**config.mk**
```make
export PLATFORM = sky130hd
export DESIGN_NAME = cp0_exc_ctrl
export DESIGN_NICKNAME = d
export VERILOG_FILES = /design/src/rtl/cp0_exc_ctrl_pkg.sv /design/src/rtl/cp0_exc_ctrl_prio.sv /design/src/rtl/cp0_exc_ctrl.sv
export SDC_FILE = /design/constraint.sdc
export NUM_CORES = 1
export LEC_CHECK = 0
export CELL_PAD_IN_SITES_DETAIL_PLACEMENT = 0
export CELL_PAD_IN_SITES_GLOBAL_PLACEMENT = 1
export CORE_ASPECT_RATIO = 0.7
export CORE_MARGIN = 2
export CORE_UTILIZATION = 30
export DETAILED_ROUTE_END_ITERATION = 10
export PLACE_DENSITY = 0.95
export SLEW_MARGIN = 20
export SYNTH_ARGS = -nofsm -noshare
export SYNTH_HDL_FRONTEND = slang
export SYNTH_HIERARCHICAL = 1
export SYNTH_SLANG_ARGS = --single-unit
```
**constraint.sdc**
```tcl
create_clock -name clk -period 3.8 [get_ports clk]
set_input_delay 0.57 -clock clk [delete_from_list [all_inputs] [get_ports clk]]
set_output_delay 0.57 -clock clk [all_outputs]
set_load 0.05 [all_outputs]
```
**src/rtl/cp0_exc_ctrl_pkg.sv**
```systemverilog
// Shared constants, state encoding and Cause merge helper for the CP0
// exception sequencer.
package cp0_exc_ctrl_pkg;

   localparam int          REG_BUS        = 32;

   localparam logic [4:0]  CP0_ADDR_STATUS = 5'd12;
   localparam logic [4:0]  CP0_ADDR_CAUSE  = 5'd13;
   localparam logic [4:0]  CP0_ADDR_EPC    = 5'd14;

   localparam int          STATUS_IE_BIT  = 0;
   localparam int          STATUS_EXL_BIT = 1;
   localparam int          CAUSE_BD_BIT   = 31;
   localparam int          EXC_CODE_LSB   = 2;
   localparam int          EXC_CODE_MSB   = 6;

   localparam logic [REG_BUS-1:0] EXC_VECTOR   = 32'h0000_0020;
   localparam logic [4:0]         EXC_CODE_INT = 5'd0;

   typedef enum logic [2:0] {
      S_IDLE     = 3'd0,
      S_W_EPC    = 3'd1,
      S_W_CAUSE  = 3'd2,
      S_W_STATUS = 3'd3,
      S_W_ERET   = 3'd4,
      S_FLUSH    = 3'd5
   } exc_state_t;

   // Read-modify-write of Cause: only BD and ExcCode are replaced, so
   // pending interrupt bits and the software bits survive.
   function automatic logic [REG_BUS-1:0] cause_merge(
      input logic               bd,
      input logic [REG_BUS-1:0] cause,
      input logic [4:0]         code
   );
      return {bd, cause[30:7], code, cause[1:0]};
   endfunction

endpackage

```
**src/rtl/cp0_exc_ctrl_prio.sv**
```systemverilog
// IDLE-state request decode: interrupt > exception > eret > mtc0.
module cp0_exc_ctrl_prio
   import cp0_exc_ctrl_pkg::*;
(
   input  logic       int_pend_i,
   input  logic       exc_req_i,
   input  logic [4:0] exc_code_i,
   input  logic       eret_i,
   input  logic       mtc0_we_i,
   output logic       take_trap_o,
   output logic       take_eret_o,
   output logic       take_mtc0_o,
   output logic [4:0] trap_code_o
);

   always_comb begin
      take_trap_o = int_pend_i | exc_req_i;
      take_eret_o = ~take_trap_o & eret_i;
      take_mtc0_o = ~take_trap_o & ~eret_i & mtc0_we_i;
      trap_code_o = int_pend_i ? EXC_CODE_INT : exc_code_i;
   end

endmodule

```
**src/rtl/cp0_exc_ctrl.sv**
```systemverilog
// CP0 exception/interrupt sequencer: owns the CP0 write port, serialises
// EPC/Cause/Status updates for traps and eret, then flushes and redirects.
module cp0_exc_ctrl
   import cp0_exc_ctrl_pkg::*;
(
   input  logic        clk,
   input  logic        rst,
   input  logic        inst_valid_i,
   input  logic        exc_req_i,
   input  logic [4:0]  exc_code_i,
   input  logic [31:0] exc_pc_i,
   input  logic        exc_in_delay_i,
   input  logic        eret_i,
   input  logic        mtc0_we_i,
   input  logic [4:0]  mtc0_addr_i,
   input  logic [31:0] mtc0_data_i,
   input  logic [31:0] status_i,
   input  logic [31:0] cause_i,
   input  logic [31:0] epc_i,
   output logic        cp0_we_o,
   output logic [4:0]  cp0_waddr_o,
   output logic [31:0] cp0_wdata_o,
   output logic        stall_o,
   output logic        flush_o,
   output logic [31:0] new_pc_o
);

   exc_state_t  r_state;
   exc_state_t  w_state_next;
   logic [4:0]  r_code;
   logic        r_bd;
   logic [31:0] r_epc;
   logic [31:0] r_new_pc;

   logic        w_int_pend;
   logic        w_idle;
   logic        w_take_trap;
   logic        w_take_eret;
   logic        w_take_mtc0;
   logic [4:0]  w_trap_code;
   logic        w_unused_cause;

   assign w_unused_cause = ^{cause_i[31], cause_i[6:2]};

   assign w_int_pend = (|(cause_i[15:8] & status_i[15:8]))
                     & status_i[STATUS_IE_BIT]
                     & ~status_i[STATUS_EXL_BIT]
                     & inst_valid_i;

   // Requests are only looked at in IDLE; the stalled MEM stage holds them otherwise.
   assign w_idle = (r_state == S_IDLE) & rst;

   cp0_exc_ctrl_prio u_prio (
      .int_pend_i  (w_int_pend),
      .exc_req_i   (exc_req_i),
      .exc_code_i  (exc_code_i),
      .eret_i      (eret_i),
      .mtc0_we_i   (mtc0_we_i),
      .take_trap_o (w_take_trap),
      .take_eret_o (w_take_eret),
      .take_mtc0_o (w_take_mtc0),
      .trap_code_o (w_trap_code)
   );

   always_ff @(posedge clk or negedge rst) begin
      if (!rst) begin
         r_state  <= S_IDLE;
         r_code   <= '0;
         r_bd     <= 1'b0;
         r_epc    <= '0;
         r_new_pc <= '0;
      end else begin
         r_state <= w_state_next;
         if (w_idle && w_take_trap) begin
            r_code <= w_trap_code;
            r_bd   <= exc_in_delay_i;
            r_epc  <= exc_in_delay_i ? (exc_pc_i - 32'd4) : exc_pc_i;
         end
         if (r_state == S_W_STATUS)
            r_new_pc <= EXC_VECTOR;
         else if (r_state == S_W_ERET)
            r_new_pc <= epc_i;
      end
   end

   always_comb begin
      w_state_next = r_state;
      case (r_state)
         S_IDLE: begin
            if (w_take_trap)
               w_state_next = status_i[STATUS_EXL_BIT] ? S_W_CAUSE : S_W_EPC;
            else if (w_take_eret)
               w_state_next = S_W_ERET;
         end
         S_W_EPC:    w_state_next = S_W_CAUSE;
         S_W_CAUSE:  w_state_next = S_W_STATUS;
         S_W_STATUS: w_state_next = S_FLUSH;
         S_W_ERET:   w_state_next = S_FLUSH;
         S_FLUSH:    w_state_next = S_IDLE;
         default:    w_state_next = S_IDLE;
      endcase
   end

   always_comb begin
      cp0_we_o    = 1'b0;
      cp0_waddr_o = '0;
      cp0_wdata_o = '0;
      stall_o     = 1'b0;
      flush_o     = 1'b0;
      new_pc_o    = '0;
      if (rst) begin
         case (r_state)
            S_IDLE: begin
               stall_o = w_take_trap | w_take_eret;
               if (w_take_mtc0) begin
                  cp0_we_o    = 1'b1;
                  cp0_waddr_o = mtc0_addr_i;
                  cp0_wdata_o = mtc0_data_i;
               end
            end
            S_W_EPC: begin
               stall_o     = 1'b1;
               cp0_we_o    = 1'b1;
               cp0_waddr_o = CP0_ADDR_EPC;
               cp0_wdata_o = r_epc;
            end
            S_W_CAUSE: begin
               stall_o     = 1'b1;
               cp0_we_o    = 1'b1;
               cp0_waddr_o = CP0_ADDR_CAUSE;
               cp0_wdata_o = cause_merge(r_bd, cause_i, r_code);
            end
            S_W_STATUS: begin
               stall_o     = 1'b1;
               cp0_we_o    = 1'b1;
               cp0_waddr_o = CP0_ADDR_STATUS;
               cp0_wdata_o = status_i | 32'h0000_0002;
            end
            S_W_ERET: begin
               stall_o     = 1'b1;
               cp0_we_o    = 1'b1;
               cp0_waddr_o = CP0_ADDR_STATUS;
               cp0_wdata_o = status_i & ~32'h0000_0002;
            end
            S_FLUSH: begin
               stall_o  = 1'b1;
               flush_o  = 1'b1;
               new_pc_o = r_new_pc;
            end
            default: ;
         endcase
      end
   end

endmodule

```
[Word-level counts from Yosys, hierarchy flattened]
Index checks and enable logic that the tools add are counted.
Storage, ports and cells
  flip-flop bits (word level): 73
  input bits: 177
  output and inout bits: 72
  word-level logic and storage cells: 55
Cells by class
  add/subtract/negate cells: 1
  equal/unequal tests: 6
  muxes and demuxes: 23
  bitwise logic cells: 13
  reductions and logical operators: 7
Operators with widths (count)
  $mux W32: 7
  $pmux W32 S5: 1
  $sub A32 B3 Y32 const B: 1
  $pmux W5 S4: 1
  $mux W5: 3
  $pmux W3 S4: 1
  $and A8 B8 Y8: 1
  $reduce_or A8 Y1: 1
  $and A1 B1 Y1: 7
  $eq A3 B2 Y1 const B: 2
  $eq A3 B3 Y1 const B: 2
  $mux W3: 2
  $mux W1: 5
  $reduce_or A5 Y1: 1
  $pmux W1 S2: 2
  $reduce_or A4 Y1: 1
  $eq A3 B1 Y1 const B: 1
  $logic_not A3 Y1: 1
  $ne A3 B3 Y1 const B: 1
  $not A1 Y1: 3
  $mux W2: 1
  $or A1 B1 Y1: 2
  $reduce_bool A2 Y1: 1
  $reduce_or A2 Y1: 1
  $logic_and A1 B1 Y1: 1

[Logic depth before layout (Yosys ltp)]
  depth in word-level cells: 12
  depth in mapped cells: 10
  mapped depth without buffers: 7

[Cells and area by module]
The synthesis kept the hierarchy.
Modules (own cells, without submodules)
  cp0_exc_ctrl: times used 1, cells an instance 498, area an instance 4511.8 µm², seq. area each 1826.8 µm²
  cp0_exc_ctrl_prio: times used 1, cells an instance 8, area an instance 72.6 µm², seq. area each 0.0 µm²

[Worst setup path after synthesis]
OpenSTA, ideal clock, no wires.
  path type: input to output
  start: input cause_i[13]
  end: output cp0_wdata_o[14]
  data arrival time: 3055 ps
  required time: 3230 ps
  setup slack: 175 ps
  stages on the path: 9
  buffers on the path: 2
  cell sequence: a22oi_1 > nand4_1 > and4_1 > nor4b_2 > and2_1 > clkbuf_1 > clkbuf_1 > a22oi_1 > a21oi_1
On the way
  word-level cells in the longest chain between the ends: 12
Ends and longest elaborated chain
  start: declaration: line cp0_exc_ctrl.sv:18  | input logic [31:0] cause_i,
  $and A8 B8 Y8: line cp0_exc_ctrl.sv:45  | assign w_int_pend = (|(cause_i[15:8] & status_i[15:8]))
  $reduce_or A8 Y1: line cp0_exc_ctrl.sv:45
  $and A1 B1 Y1: line cp0_exc_ctrl.sv:46  | & status_i[STATUS_IE_BIT]
  $and A1 B1 Y1: line cp0_exc_ctrl.sv:47  | & ~status_i[STATUS_EXL_BIT]
  $and A1 B1 Y1: line cp0_exc_ctrl.sv:48  | & inst_valid_i;
  via w_int_pend: line cp0_exc_ctrl.sv:35  | logic w_int_pend;
  $or A1 B1 Y1: line cp0_exc_ctrl_prio.sv:17  | take_trap_o = int_pend_i | exc_req_i;
  $not A1 Y1: line cp0_exc_ctrl_prio.sv:19  | take_mtc0_o = ~take_trap_o & ~eret_i & mtc0_we_i;
  $and A1 B1 Y1 (2 in a row): line cp0_exc_ctrl_prio.sv:19
  via w_take_mtc0: line cp0_exc_ctrl.sv:39  | logic w_take_mtc0;
  $mux W32: line cp0_exc_ctrl.sv:115  | if (w_take_mtc0) begin
  $pmux W32 S5: line cp0_exc_ctrl.sv:112  | case (r_state)
  $mux W32: line cp0_exc_ctrl.sv:111  | if (rst) begin
  end: declaration: line cp0_exc_ctrl.sv:22  | output logic [31:0] cp0_wdata_o,
The timed path passes the listed nets, and every way through them passes these cells.

[Worst setup path in the final report]
  start: input cause_i[9]
  end: output cp0_wdata_o[30]
Same word-level chain as after synthesis.

==> flow_summary.json <==
{
  "ys_warn_count": 6,
  "synth-edff-count": 0,
  "io_buffers": 242,
  "skew_ns": 0.005951,
  "critPathKind": "primary input to output port",
  "drt-total-wl_um": 18280,
  "drv_slew": 0,
  "htreeDepth": 3,
  "path_cells": "clkdlybuf4s50_1 > a22oi_1 > nand4_1 > and4_1 > nor4b_2 > and2_1 > buf_12 > a22oi_1 > a21oi_2 > buf_12",
  "vdd_drop_max_mv": 0.2716,
  "setup_tns_ns": 0,
  "drv_cap": 0,
  "layout-drive-gt1-share_pct": 19.89,
  "path_buf_inv": 3,
  "drt_iter0_drc": 442,
  "period_share_pct": 97.69,
  "num_antenna_cells": 0,
  "drtAntennaViolNets": 0,
  "synth_area_mm2": 0.004584,
  "post_cts_buffers": 0,
  "worst_ep_arrival_time_ns": 3.14,
  "nets": 912,
  "vias": 4984,
  "ys_ff_latch": 73,
  "yosys.area.top_type": "dfrtp_1",
  "end_kind": "output port",
  "start_kind": "primary input",
  "hold_class": "primary input to asynchronous set/reset pin",
  "gr-usage-all-layers_pct": 22.17,
  "path_max_fanout": 35,
  "die-height_um": 107.4,
  "clk_path_buf_depth": 2,
  "synth_top_area_share_pct": 39.85,
  "fin_util_pct": 56.38,
  "status": "finished, final reports clean",
  "overflow": 0,
  "post-place-ws_ns": 0.1165,
  "row_count": 37,
  "area_growth_pct": 82.18,
  "yosys-top-cells-area": "dfrtp_1 40%, a21oi_1 6.2%, a22o_1 5.9%",
  "finalHoldViolations": 0,
  "start_util_pct": 30.95,
  "place_inst": 918,
  "synth_cell_types": 51,
  "async_reset_ff_share_pct": 100.0,
  "cts_buffers": 9,
  "tightest_slew_ns": 1.022,
  "crit_family": "simple AND/OR/NAND/NOR gates",
  "synthCells": 506,
  "antenna_found_initial": 1,
  "critPathMaxStageDelay_ns": 0.42,
  "setup_viol_count_final": 0,
  "required_ns": 3.23,
  "finalWeightedCongestion": 0.8276,
  "drc": 0,
  "wl_per_cell_um": 19.57,
  "syn_avg_cell_area_um2": 9.060,
  "die_w_um": 151.8,
  "synth_nets": 684,
  "ys.flop_type": "dfrtp_1",
  "power_density_mw_per_mm2": 627.4,
  "grt_pass1_wl_um": 27510,
  "dr.pass1.iters": 6,
  "max_slew_margin_pct": 31.68,
  "layout_setup_ws_ns": 0.08794,
  "clkTransAtPathRegs_ns": 0.06,
  "yosysMostFrequentCell": "dfrtp_1",
  "coreArea_mm2": 0.01481,
  "crit_slowest_cell": "clkdlybuf4s50_1",
  "min_period_ns": 3.712,
  "grt_max_degree": 43,
  "p_leak_uw": 0.003196,
  "root_buffer": "clkbuf_16",
  "cts_tree": "done",
  "vias_per_cell": 5.336,
  "clock.fmax_mhz": 269.4,
  "dieArea_mm2": 0.01630,
  "dpl.hpwl_um": 13680,
  "synthTopCellsByCount": "73 x dfrtp_1, 57 x a21oi_1, 40 x nor2_1",
  "cts.sinks": 73,
  "ys_seq_area_share_pct": 39.85,
  "final_cells": 934,
  "grt_pass1_vias": 4830,
  "pin_count": 249,
  "worstSkewPairLatency_ns": 0.33
}
[power by group]
| group | total (uW) | switching (uW) | internal (uW) |
|---|---|---|---|
| Combinational | 2990 | 1630 | 1360 |
| Sequential | 1320 | 236 | 1080 |
| Clock | 934 | 352 | 582 |
[what timing repair did]
action,in CTS,in global routing
hold buffers,0,0
resized for setup,0,15
setup endpoints to repair,0,15
[worst paths after layout]
kind / start / endpoint / slack [ns] / depth (start not counted)
max: cause_i[9] / cp0_wdata_o[30] / 0.09 / 10
min: rst / r_code[0]$_DFFE_PN0P_ / 0.32 / 2
max reg2reg: r_state[2]$_DFFE_PN0P_ / r_epc[21]$_DFFE_PN0P_ / 1.33 / 5
min reg2reg: r_bd$_DFFE_PN0P_ / r_bd$_DFFE_PN0P_ / 0.49 / 1
max in group asynchronous: rst / r_epc[26]$_DFFE_PN0P_ / 3.13 / 2
min in group clk: r_bd$_DFFE_PN0P_ / r_bd$_DFFE_PN0P_ / 0.49 / 1
[metrics by stage]
stage	total power, uW	instance area (um2)	hold slack (ns)
after detailed placement	4258	7969	0.4748
after floorplan	2849	4584	0.2744
after global routing	5518	8352	0.3586
final	5240	8352	0.3162
after global placement	4213	7969	0.4689
after CTS	5211	8295	0.3254
[cell usage in the layout, fill, tap and decap left out, drive strengths merged, types with 17 or more instances in the layout]
cell type / n
nor2: 40
a21oi: 57
a22o: 31
clkdlybuf4s50: 169
buf: 91
and2: 33
or2: 20
nand2: 28
dfrtp: 73
a222oi: 17
a22oi: 33
[final cells by class]
cell class                      count  area, um2
Fill cell                        1305       6462
Timing Repair Buffer              260       3301
Inverter                            5      18.77
Tap cell                          195      244.0
Clock inverter                      7      101.3
Multi-Input combinational cell    385       2635
Clock buffer                        9      225.2
Sequential cell                    73       1827
[cell families (layout without fill, tap and decap cells)]
kind of cell	Yosys count	count (layout)	share of synthesized area, %
xor gates and xnor gates	13	13	2.484
DFF	73	73	39.85
and+or+nand+nor	187	187	24.24
muxes	9	9	2.211
adders and majority gates	1	1	0.2729
AOI/OAI and AO/OA	175	175	26.58
buffers and inverters	48	281	4.367
[worst register-to-register path: cells and delay by family, from the launching register on]
| family | cells | cell delay [ns] |
|---|---|---|
| AO/OA/AOI/OAI | 1 | 0.15 |
| AND/OR/NAND/NOR | 3 | 1.40 |
| buffers and inverters | 1 | 0.28 |
| flip-flops | 1 | 0.56 |
[flip-flops by register name, summed over array words and instances, names as in the netlist]
register,cells
r_epc,32
r_new_pc,32
r_code,5
r_state,3
r_bd,1
[layer usage]
metal / up-vias / global-route usage, % / part of all wire [%]
met2: 204 / 33.75 / 44
li1: 2375 / - / -
met4: 0 / 3.042 / 0.43
met3: 7 / 4.873 / 7.8
met1: 2398 / 32.84 / 47
met5: - / 0 / 0
(Power assumes the default switching activity.)
